[src/rtl/lsu_mem_master.sv]
// Load/store unit driving a word-addressed data_memory; sub-word stores are done
// as read-modify-write, loads return sign/zero-extended lanes over a valid/ready pair.
module lsu_mem_master #(
  parameter int MEM_WORDS = 64
) (
  input  logic        clk,
  input  logic        rst,
  input  logic        req_valid,
  output logic        req_ready,
  input  logic        req_write,
  input  logic [1:0]  req_size,
  input  logic        req_unsigned,
  input  logic [31:0] req_addr,
  input  logic [31:0] req_wdata,
  output logic        resp_valid,
  output logic [31:0] resp_rdata,
  output logic        resp_error,
  output logic [31:0] mem_address,
  output logic [31:0] mem_write_data,
  output logic        mem_write_en,
  input  logic [31:0] mem_read_data
);

  typedef enum logic [1:0] {
    S_IDLE  = 2'd0,
    S_READ  = 2'd1,
    S_WRITE = 2'd2,
    S_RESP  = 2'd3
  } state_t;

  localparam logic [1:0] SZ_BYTE = 2'b00;
  localparam logic [1:0] SZ_HALF = 2'b01;
  localparam logic [1:0] SZ_WORD = 2'b10;

  // Pick the addressed lane out of a little-endian word and extend it.
  function automatic logic [31:0] load_extract(input logic [31:0] word, input logic [1:0] size,
                                               input logic [1:0] offs, input logic uns);
    logic [7:0]  b;
    logic [15:0] h;
    case (offs)
      2'b00:   b = word[7:0];
      2'b01:   b = word[15:8];
      2'b10:   b = word[23:16];
      2'b11:   b = word[31:24];
      default: b = 8'h00;
    endcase
    if (offs[1]) begin
      h = word[31:16];
    end else begin
      h = word[15:0];
    end
    case (size)
      SZ_BYTE: load_extract = {{24{b[7] & ~uns}}, b};
      SZ_HALF: load_extract = {{16{h[15] & ~uns}}, h};
      SZ_WORD: load_extract = word;
      default: load_extract = 32'h0000_0000;
    endcase
  endfunction

  function automatic logic [31:0] store_merge(input logic [31:0] word, input logic [15:0] wd,
                                              input logic [1:0] size, input logic [1:0] offs);
    store_merge = word;
    case (size)
      SZ_BYTE: begin
        case (offs)
          2'b00:   store_merge[7:0]   = wd[7:0];
          2'b01:   store_merge[15:8]  = wd[7:0];
          2'b10:   store_merge[23:16] = wd[7:0];
          2'b11:   store_merge[31:24] = wd[7:0];
          default: store_merge = word;
        endcase
      end
      SZ_HALF: begin
        if (offs[1]) begin
          store_merge[31:16] = wd;
        end else begin
          store_merge[15:0] = wd;
        end
      end
      default: store_merge = word;
    endcase
  endfunction

  state_t      state_q, state_d;
  logic        write_q, write_d;
  logic [1:0]  size_q, size_d;
  logic        uns_q, uns_d;
  logic [1:0]  offs_q, offs_d;
  logic [15:0] wdata_q, wdata_d;
  logic        req_ready_q, req_ready_d;
  logic        resp_valid_q, resp_valid_d;
  logic [31:0] resp_rdata_q, resp_rdata_d;
  logic        resp_error_q, resp_error_d;
  logic [31:0] mem_address_q, mem_address_d;
  logic [31:0] mem_write_data_q, mem_write_data_d;
  logic        mem_write_en_q, mem_write_en_d;

  logic [31:0] req_idx_s;
  logic        req_err_s;

  assign req_idx_s = {2'b00, req_addr[31:2]};
  assign req_err_s = (req_size == 2'b11)
                   || ((req_size == SZ_HALF) && req_addr[0])
                   || ((req_size == SZ_WORD) && (req_addr[1:0] != 2'b00))
                   || (req_idx_s >= 32'(MEM_WORDS));

  // Next-state and next-output computation for the whole transaction sequencer.
  always_comb begin
    state_d          = state_q;
    write_d          = write_q;
    size_d           = size_q;
    uns_d            = uns_q;
    offs_d           = offs_q;
    wdata_d          = wdata_q;
    mem_address_d    = mem_address_q;
    mem_write_en_d   = 1'b0;
    mem_write_data_d = 32'h0000_0000;
    resp_valid_d     = 1'b0;
    resp_rdata_d     = 32'h0000_0000;
    resp_error_d     = 1'b0;
    case (state_q)
      S_IDLE: begin
        if (req_valid) begin
          write_d       = req_write;
          size_d        = req_size;
          uns_d         = req_unsigned;
          offs_d        = req_addr[1:0];
          wdata_d       = req_wdata[15:0];
          mem_address_d = req_idx_s;
          if (req_err_s) begin
            state_d      = S_RESP;
            resp_valid_d = 1'b1;
            resp_error_d = 1'b1;
          end else if (req_write && (req_size == SZ_WORD)) begin
            // Full-word stores need no read, so the strobe goes out next cycle.
            state_d          = S_WRITE;
            mem_write_en_d   = 1'b1;
            mem_write_data_d = req_wdata;
          end else begin
            state_d = S_READ;
          end
        end else begin
          state_d = S_IDLE;
        end
      end
      S_READ: begin
        if (write_q) begin
          state_d          = S_WRITE;
          mem_write_en_d   = 1'b1;
          mem_write_data_d = store_merge(mem_read_data, wdata_q, size_q, offs_q);
        end else begin
          state_d      = S_RESP;
          resp_valid_d = 1'b1;
          resp_rdata_d = load_extract(mem_read_data, size_q, offs_q, uns_q);
        end
      end
      S_WRITE: begin
        state_d      = S_RESP;
        resp_valid_d = 1'b1;
      end
      S_RESP: begin
        state_d = S_IDLE;
      end
      default: begin
        state_d = S_IDLE;
      end
    endcase
    req_ready_d = (state_d == S_IDLE);
  end

  // State and registered-output flops; reset abandons any transaction in flight.
  always_ff @(posedge clk or posedge rst) begin
    if (rst) begin
      state_q          <= S_IDLE;
      write_q          <= 1'b0;
      size_q           <= 2'b00;
      uns_q            <= 1'b0;
      offs_q           <= 2'b00;
      wdata_q          <= 16'h0000;
      req_ready_q      <= 1'b1;
      resp_valid_q     <= 1'b0;
      resp_rdata_q     <= 32'h0000_0000;
      resp_error_q     <= 1'b0;
      mem_address_q    <= 32'h0000_0000;
      mem_write_data_q <= 32'h0000_0000;
      mem_write_en_q   <= 1'b0;
    end else begin
      state_q          <= state_d;
      write_q          <= write_d;
      size_q           <= size_d;
      uns_q            <= uns_d;
      offs_q           <= offs_d;
      wdata_q          <= wdata_d;
      req_ready_q      <= req_ready_d;
      resp_valid_q     <= resp_valid_d;
      resp_rdata_q     <= resp_rdata_d;
      resp_error_q     <= resp_error_d;
      mem_address_q    <= mem_address_d;
      mem_write_data_q <= mem_write_data_d;
      mem_write_en_q   <= mem_write_en_d;
    end
  end

  assign req_ready      = req_ready_q;
  assign resp_valid     = resp_valid_q;
  assign resp_rdata     = resp_rdata_q;
  assign resp_error     = resp_error_q;
  assign mem_address    = mem_address_q;
  assign mem_write_data = mem_write_data_q;
  assign mem_write_en   = mem_write_en_q;

endmodule
[config.mk]
export PLATFORM = sky130hd
export DESIGN_NAME = lsu_mem_master
export DESIGN_NICKNAME = d
export VERILOG_FILES = /design/src/rtl/lsu_mem_master.sv
export SDC_FILE = /design/constraint.sdc
export NUM_CORES = 1
export LEC_CHECK = 0
export ABC_AREA = 1
export CAP_MARGIN = 30
export CORE_MARGIN = 1
export CORE_UTILIZATION = 45
export CTS_BUF_LIST = sky130_fd_sc_hd__clkbuf_16
export DETAILED_ROUTE_END_ITERATION = 10
export PLACE_DENSITY = 0.85
export SYNTH_ARGS = -nofsm -noshare
export SYNTH_HDL_FRONTEND = slang
export SYNTH_SLANG_ARGS = --single-unit
[constraint.sdc]
create_clock -name clk -period 4.79 [get_ports clk]
set_input_delay 0.958 -clock clk [delete_from_list [all_inputs] [get_ports clk]]
set_output_delay 0.958 -clock clk [all_outputs]
set_load 0.01 [all_outputs]
==> results of run 1 <==
-- state kept, by name, indices dropped and copies added (netlist names), 2 cells and up --
register	cells
resp_rdata	32
size_q	2
state_q	2
mem_write_data	32
mem_address	30
offs_q	2
wdata_q	16
-- metal layers --
layer | vias up | routed length [µm] | GRT usage (%) | share of wire [%]
met1 | 2465 | 6750 | 33.0 | 39
met2 | 316 | 8260 | 46.5 | 48
li1 | 2500 | - | - | -
met4 | 0 | 494 | 12.1 | 2.9
met3 | 38 | 1590 | 8.78 | 9.3
met5 | - | 0 | 0 | 0
-- layout by cell type (no fill, tap or decap), types with 2 or more instances in the layout --
master / instances
o21ai_1: 3
nand3_2: 3
clkdlybuf4s50_1: 200
buf_4: 5
a21oi_1: 30
a22oi_1: 8
o21ai_2: 2
clkinv_2: 4
clkbuf_16: 17
nand3_1: 3
clkinv_1: 4
inv_2: 5
nor2_2: 5
inv_1: 65
conb_1: 2
dfrtp_1: 121
o221ai_1: 6
nor2_1: 16
nand2_2: 3
a211oi_1: 2
o211ai_1: 10
nor2_4: 2
a31oi_1: 23
a21oi_2: 2
bufinv_16: 3
nand2_1: 195
o21ai_0: 96
ha_1: 5
-- cell usage after synthesis (2+ instances only) --
cell and instances:
nand3_1 3, o221ai_1 6, buf_6 6, o211ai_1 10, ha_1 5, nand2_2 2
nor2_1 16, inv_2 5, a211oi_1 2, a21oi_2 2, a22oi_1 8, o21ai_0 96
inv_1 62, buf_2 8, nor2_4 2, o21ai_1 4, a21oi_1 30, dfrtp_1 121
nand3_2 3, nand2_1 196, a31oi_1 23, nor2_2 5, buf_4 3, clkbuf_1 14
-- logic make-up (layout without fill, tap and decap cells) --
| kind of cell | Yosys count | count (layout) | share of synthesized area [%] |
|---|---|---|---|
| other | 1 | 2 | 0.0673 |
| flip-flops | 122 | 122 | 54.8 |
| adder cells (fa/ha/maj) | 5 | 5 | 1.12 |
| AO/OA/AOI/OAI | 187 | 187 | 19.3 |
| AND/OR/NAND/NOR | 229 | 229 | 16.7 |
| buffers and inverters | 100 | 305 | 7.93 |
-- layout make-up --
| type | instances | area (µm²) |
|---|---|---|
| tap | 168 | 210 |
| sequential | 122 | 3050 |
| inverter | 68 | 258 |
| clock inverter | 15 | 144 |
| fill | 908 | 3850 |
| clock buffer | 17 | 425 |
| timing repair buffer | 205 | 2040 |
| multi-input combinational | 423 | 2080 |
-- worst min-delay path, cell delays in order, from the launching register on --
cell,delay (ps)
dfrtp_1,350
nand2_1,50
nand2_1,50
-- path summary, 6_finish.rpt --
path                                 from                 end  slack (ps)  cells after the start
setup reg to reg               state_q[1]   mem_write_data[8]        2540                      8
min in group asynchronous             rst          wdata_q[4]        1040                      2
hold reg to reg            mem_address[3]      mem_address[3]         490                      2
hold / removal             mem_address[3]      mem_address[3]         490                      2
setup / recovery                req_ready           req_ready        2370                      1
max in group asynchronous             rst  mem_write_data[17]        2830                      3
-- power by group through the flow --
stage	clock network, mW	logic [mW]	registers (mW)
2_1_floorplan	0	0.940	1.66
3_3_place_gp	0	1.83	1.55
3_5_place_dp	0	1.86	1.56
4_1_cts	1.26	1.88	1.55
5_1_grt	1.30	2.07	1.59
6_report	1.24	1.89	1.56
==> results_dict.tcl, run 1 <==
set metrics [dict create \
    status "finished clean" \
    tightestPinTransition_ps 874 \
    rows 40 \
    drt_iter0_markers 449 \
    arrival_ps 1460 \
    rsz0062_at_grt "false" \
    netlist_top_cells_area "dfrtp_1 (54%), nand2_1 (13%), o21ai_0 (8.6%), inv_1 (4.2%), a21oi_1 (2.7%)" \
    timing.final.ws_setup_ps 2370 \
    postCtsSetupBuffers 0 \
    slew_headroom_pct 41.6 \
    seq_area_frac_synth_pct 54.8 \
    drtAntennaViolNets 0 \
    ir_worst_vdd_mv 0.354 \
    clock_skew_ps 7.88 \
    dp_slack_ps 2030 \
    max_stage_delay_ps 530 \
    pwr-share-clk_pct 26.5 \
    startpoint_type "register" \
    utilization_pct 68.1 \
    layout.cells.non_filler 1018 \
    routed_wirelength_mm 17.1 \
    cts-resized-gates 0 \
    dpl_cell_area_um2 7650 \
    cts_tree "yes" \
    synth_area_um2 5570 \
    wl_per_cell_um 16.8 \
    io_pins 203 \
    cap_violations 0 \
    synth_cell_types 36 \
    grt_pass1_wl_mm 26.7 \
    hold_ws_ps 486 \
    finalPower_mw 4.69 \
    synth_top_area_cell "dfrtp_1" \
    cp_slowest_cell "clkdlybuf4s50_1" \
    p_leak_nw 3.80 \
    clock_path_buffers 2 \
    critPathBufInv 1 \
    grt_max_degree 64 \
    tns_ps 0 \
    clk_pin_slew_ps 60 \
    seq_power_share_pct 33.2 \
    cpLargestDelayFamily "buffers and inverters" \
    clk-insertion-delay-late_ps 420 \
    synth_edf_count 0 \
    cts_hold_buffers 0 \
    antenna_found_initial 0 \
    drv_slew 0 \
    cp-end-kind "output port" \
    first_pass_iters 5 \
    start_util_pct 46.2 \
    p_comb_share_pct 40.3 \
    vias 5319 \
    p_int_mw 2.95 \
    htree_levels 4 \
    netlist_instances 644 \
    drive_gt1_share_pct 6.82 \
    crit_fanout 1 \
    critPathKind "register to output port" \
    area_growth_pct 47.5 \
    ys_ff_latch 122 \
    swShare_pct 37.0 \
    async_flop_share_pct 100 \
    cts_buffers 17 \
    grt-ovfl-total 0 \
    timing.fmax_ghz 0.413 \
    period_share_pct 50.5 \
    root_buffer "clkbuf_16" \
    drc_errors 0 \
    syn_avg_cell_area_um2 8.65 \
    numClockSinks 122 \
    grt_pass1_vias 5171 \
    setup_viol 0 \
    power_per_cell_area_nw_per_um2 571 \
    dieWidth_um 113 \
    die_area_um2 12800 \
    synthFlopType "dfrtp_1" \
    fin_area_um2 8220 \
    hpwl_mm 12.3 \
    finalHoldViolCount 0 \
    dp.cells 986 \
    viasPerCell 5.22 \
    switchingPower_mw 1.73 \
    nNetsFinal 945 \
    hp-class "register to register" \
    crit_required_ps 3830 \
    gp_congestion 0.905 \
    diodes 0 \
    synth_warnings 0 \
    port_buffers 200 \
    period_needed_ps 2420 \
    die_h_um 113 \
    core_area_um2 12100 \
    crit_chain "clkdlybuf4s50_1" \
    synth_top_area_share_pct 54.4 \
    grt_usage_pct 27.8 \
]
No activity file was read; power rests on OpenSTA's default activity.
==> run 2, diff against run 1 <==
clock period = 2.3 ns   (was 4.79 ns; I/O delays follow)
==> run 2 against run 1 <==
  * Count of clock-buffer cells in the layout is the same
  * Sequential share of layout area shrank 0.88 points
  * Clock skew grew 0.67 ps
==> results_dict.tcl, run 2 (synthesized netlist as in run 1, its figures left out) <==
set metrics [dict create \
    rows 40 \
    cp-end-kind "output port" \
    pwr-share-clk_pct 28.8 \
    wl_per_cell_um 16.5 \
    critPathKind "register to output port" \
    vias 5390 \
    dieWidth_um 113 \
    grt_pass1_wl_mm 27.2 \
    layout_commonest_cell "clkdlybuf4s50_1" \
    mostFrequentLayoutCells "clkdlybuf4s50_1 (200), nand2_1 (195), dfrtp_1 (121)" \
    max_stage_delay_ps 550 \
    dpl_cell_area_um2 7770 \
    ir_worst_vdd_mv 0.699 \
    nNetsFinal 956 \
    grt_usage_pct 27.8 \
    timing.fmax_ghz 0.516 \
    clk_pin_slew_ps 60 \
    area_growth_pct 51.1 \
    drt_iter0_markers 425 \
    die_h_um 113 \
    cap_violations 0 \
    start_util_pct 46.2 \
    root_buffer "clkbuf_16" \
    drv_slew 0 \
    drtAntennaViolNets 0 \
    clk-insertion-delay-late_ps 420 \
    drive_gt1_share_pct 8.48 \
    crit_chain "clkdlybuf4s50_1" \
    postCtsSetupBuffers 0 \
    first_pass_iters 8 \
    arrival_ps 1480 \
    period_share_pct 84.3 \
    tns_ps 0 \
    rsz0062_at_grt "false" \
    p_leak_nw 3.87 \
    clock_skew_ps 8.55 \
    cts_buffers 17 \
    numClockSinks 122 \
    htree_levels 4 \
    antenna_found_initial 0 \
    cpLargestDelayFamily "buffers and inverters" \
    die_area_um2 12800 \
    gp_congestion 0.930 \
    routed_wirelength_mm 17.0 \
    cp_slowest_cell "clkdlybuf4s50_1" \
    viasPerCell 5.24 \
    hp-class "input pin to asynchronous set/reset pin" \
    startpoint_type "register" \
    grt-ovfl-total 0 \
    crit_required_ps 1840 \
    p_comb_share_pct 39.4 \
    port_buffers 200 \
    finalPower_mw 10.2 \
    seq_power_share_pct 31.8 \
    p_int_mw 6.48 \
    tightestPinTransition_ps 502 \
    grt_pass1_vias 5450 \
    switchingPower_mw 3.71 \
    cts_hold_buffers 0 \
    hpwl_mm 12.4 \
    cts_tree "yes" \
    crit_fanout 1 \
    cts-resized-gates 0 \
    diodes 0 \
    period_needed_ps 1940 \
    swShare_pct 36.4 \
    setup_viol 0 \
    grt_max_degree 55 \
    drc_errors 0 \
    io_pins 203 \
    clock_path_buffers 2 \
    slew_headroom_pct 66.4 \
    power_per_cell_area_nw_per_um2 1210 \
    core_area_um2 12100 \
    status "finished clean" \
    critPathBufInv 1 \
    fin_area_um2 8410 \
    finalHoldViolCount 0 \
]
run 2: cell type report:
cell class | instances | area (µm²)
well taps | 168 | 210
multi-input cells | 423 | 2080
inverters | 68 | 259
flip-flops and latches | 122 | 3050
clock inverters | 15 | 221
repair buffers | 216 | 2160
fillers | 876 | 3650
clock buffers | 17 | 425
run 2: metal layers:
layer  global-route usage [%]  routed length, µm  share of wire, %
met1                     32.1               6360                37
met2                     46.7               8220                48
met3                     8.36               1640               9.6
met4                     14.7                773               4.5
met5                        0                  0                 0
run 2: worst paths after layout:
kind / startpoint / end / slack, ps / cells after the start
max: req_ready / req_ready / 360 / 1
max in group asynchronous: rst / resp_rdata[8] / 1480 / 3
max reg2reg: offs_q[1] / resp_rdata[3] / 480 / 7
min in group clk: mem_address[6] / mem_address[6] / 480 / 2
min: rst / mem_write_data[4] / 310 / 2
min reg2reg: mem_address[6] / mem_address[6] / 480 / 2
run 2: power by group through the flow:
stage,clock network (mW),registers [mW],logic [mW]
final,2.93,3.24,4.01
after global routing,3.07,3.31,4.42
after CTS,2.95,3.24,4.00
after detailed placement,0,3.25,3.95
after global placement,0,3.25,3.86
after floorplan,0,3.45,1.96
run 2: through the flow:
stage | utilization (%) | hold WS [ps] | cells | setup WS (ps)
after floorplan | - | 471 | 645 | 343
after global placement | 64.4 | 466 | 997 | 249
after detailed placement | 64.4 | 474 | 997 | 156
after CTS | 69.8 | 313 | 1029 | 354
after global routing | 69.8 | 330 | 1029 | 342
final | 69.8 | 311 | 1029 | 360
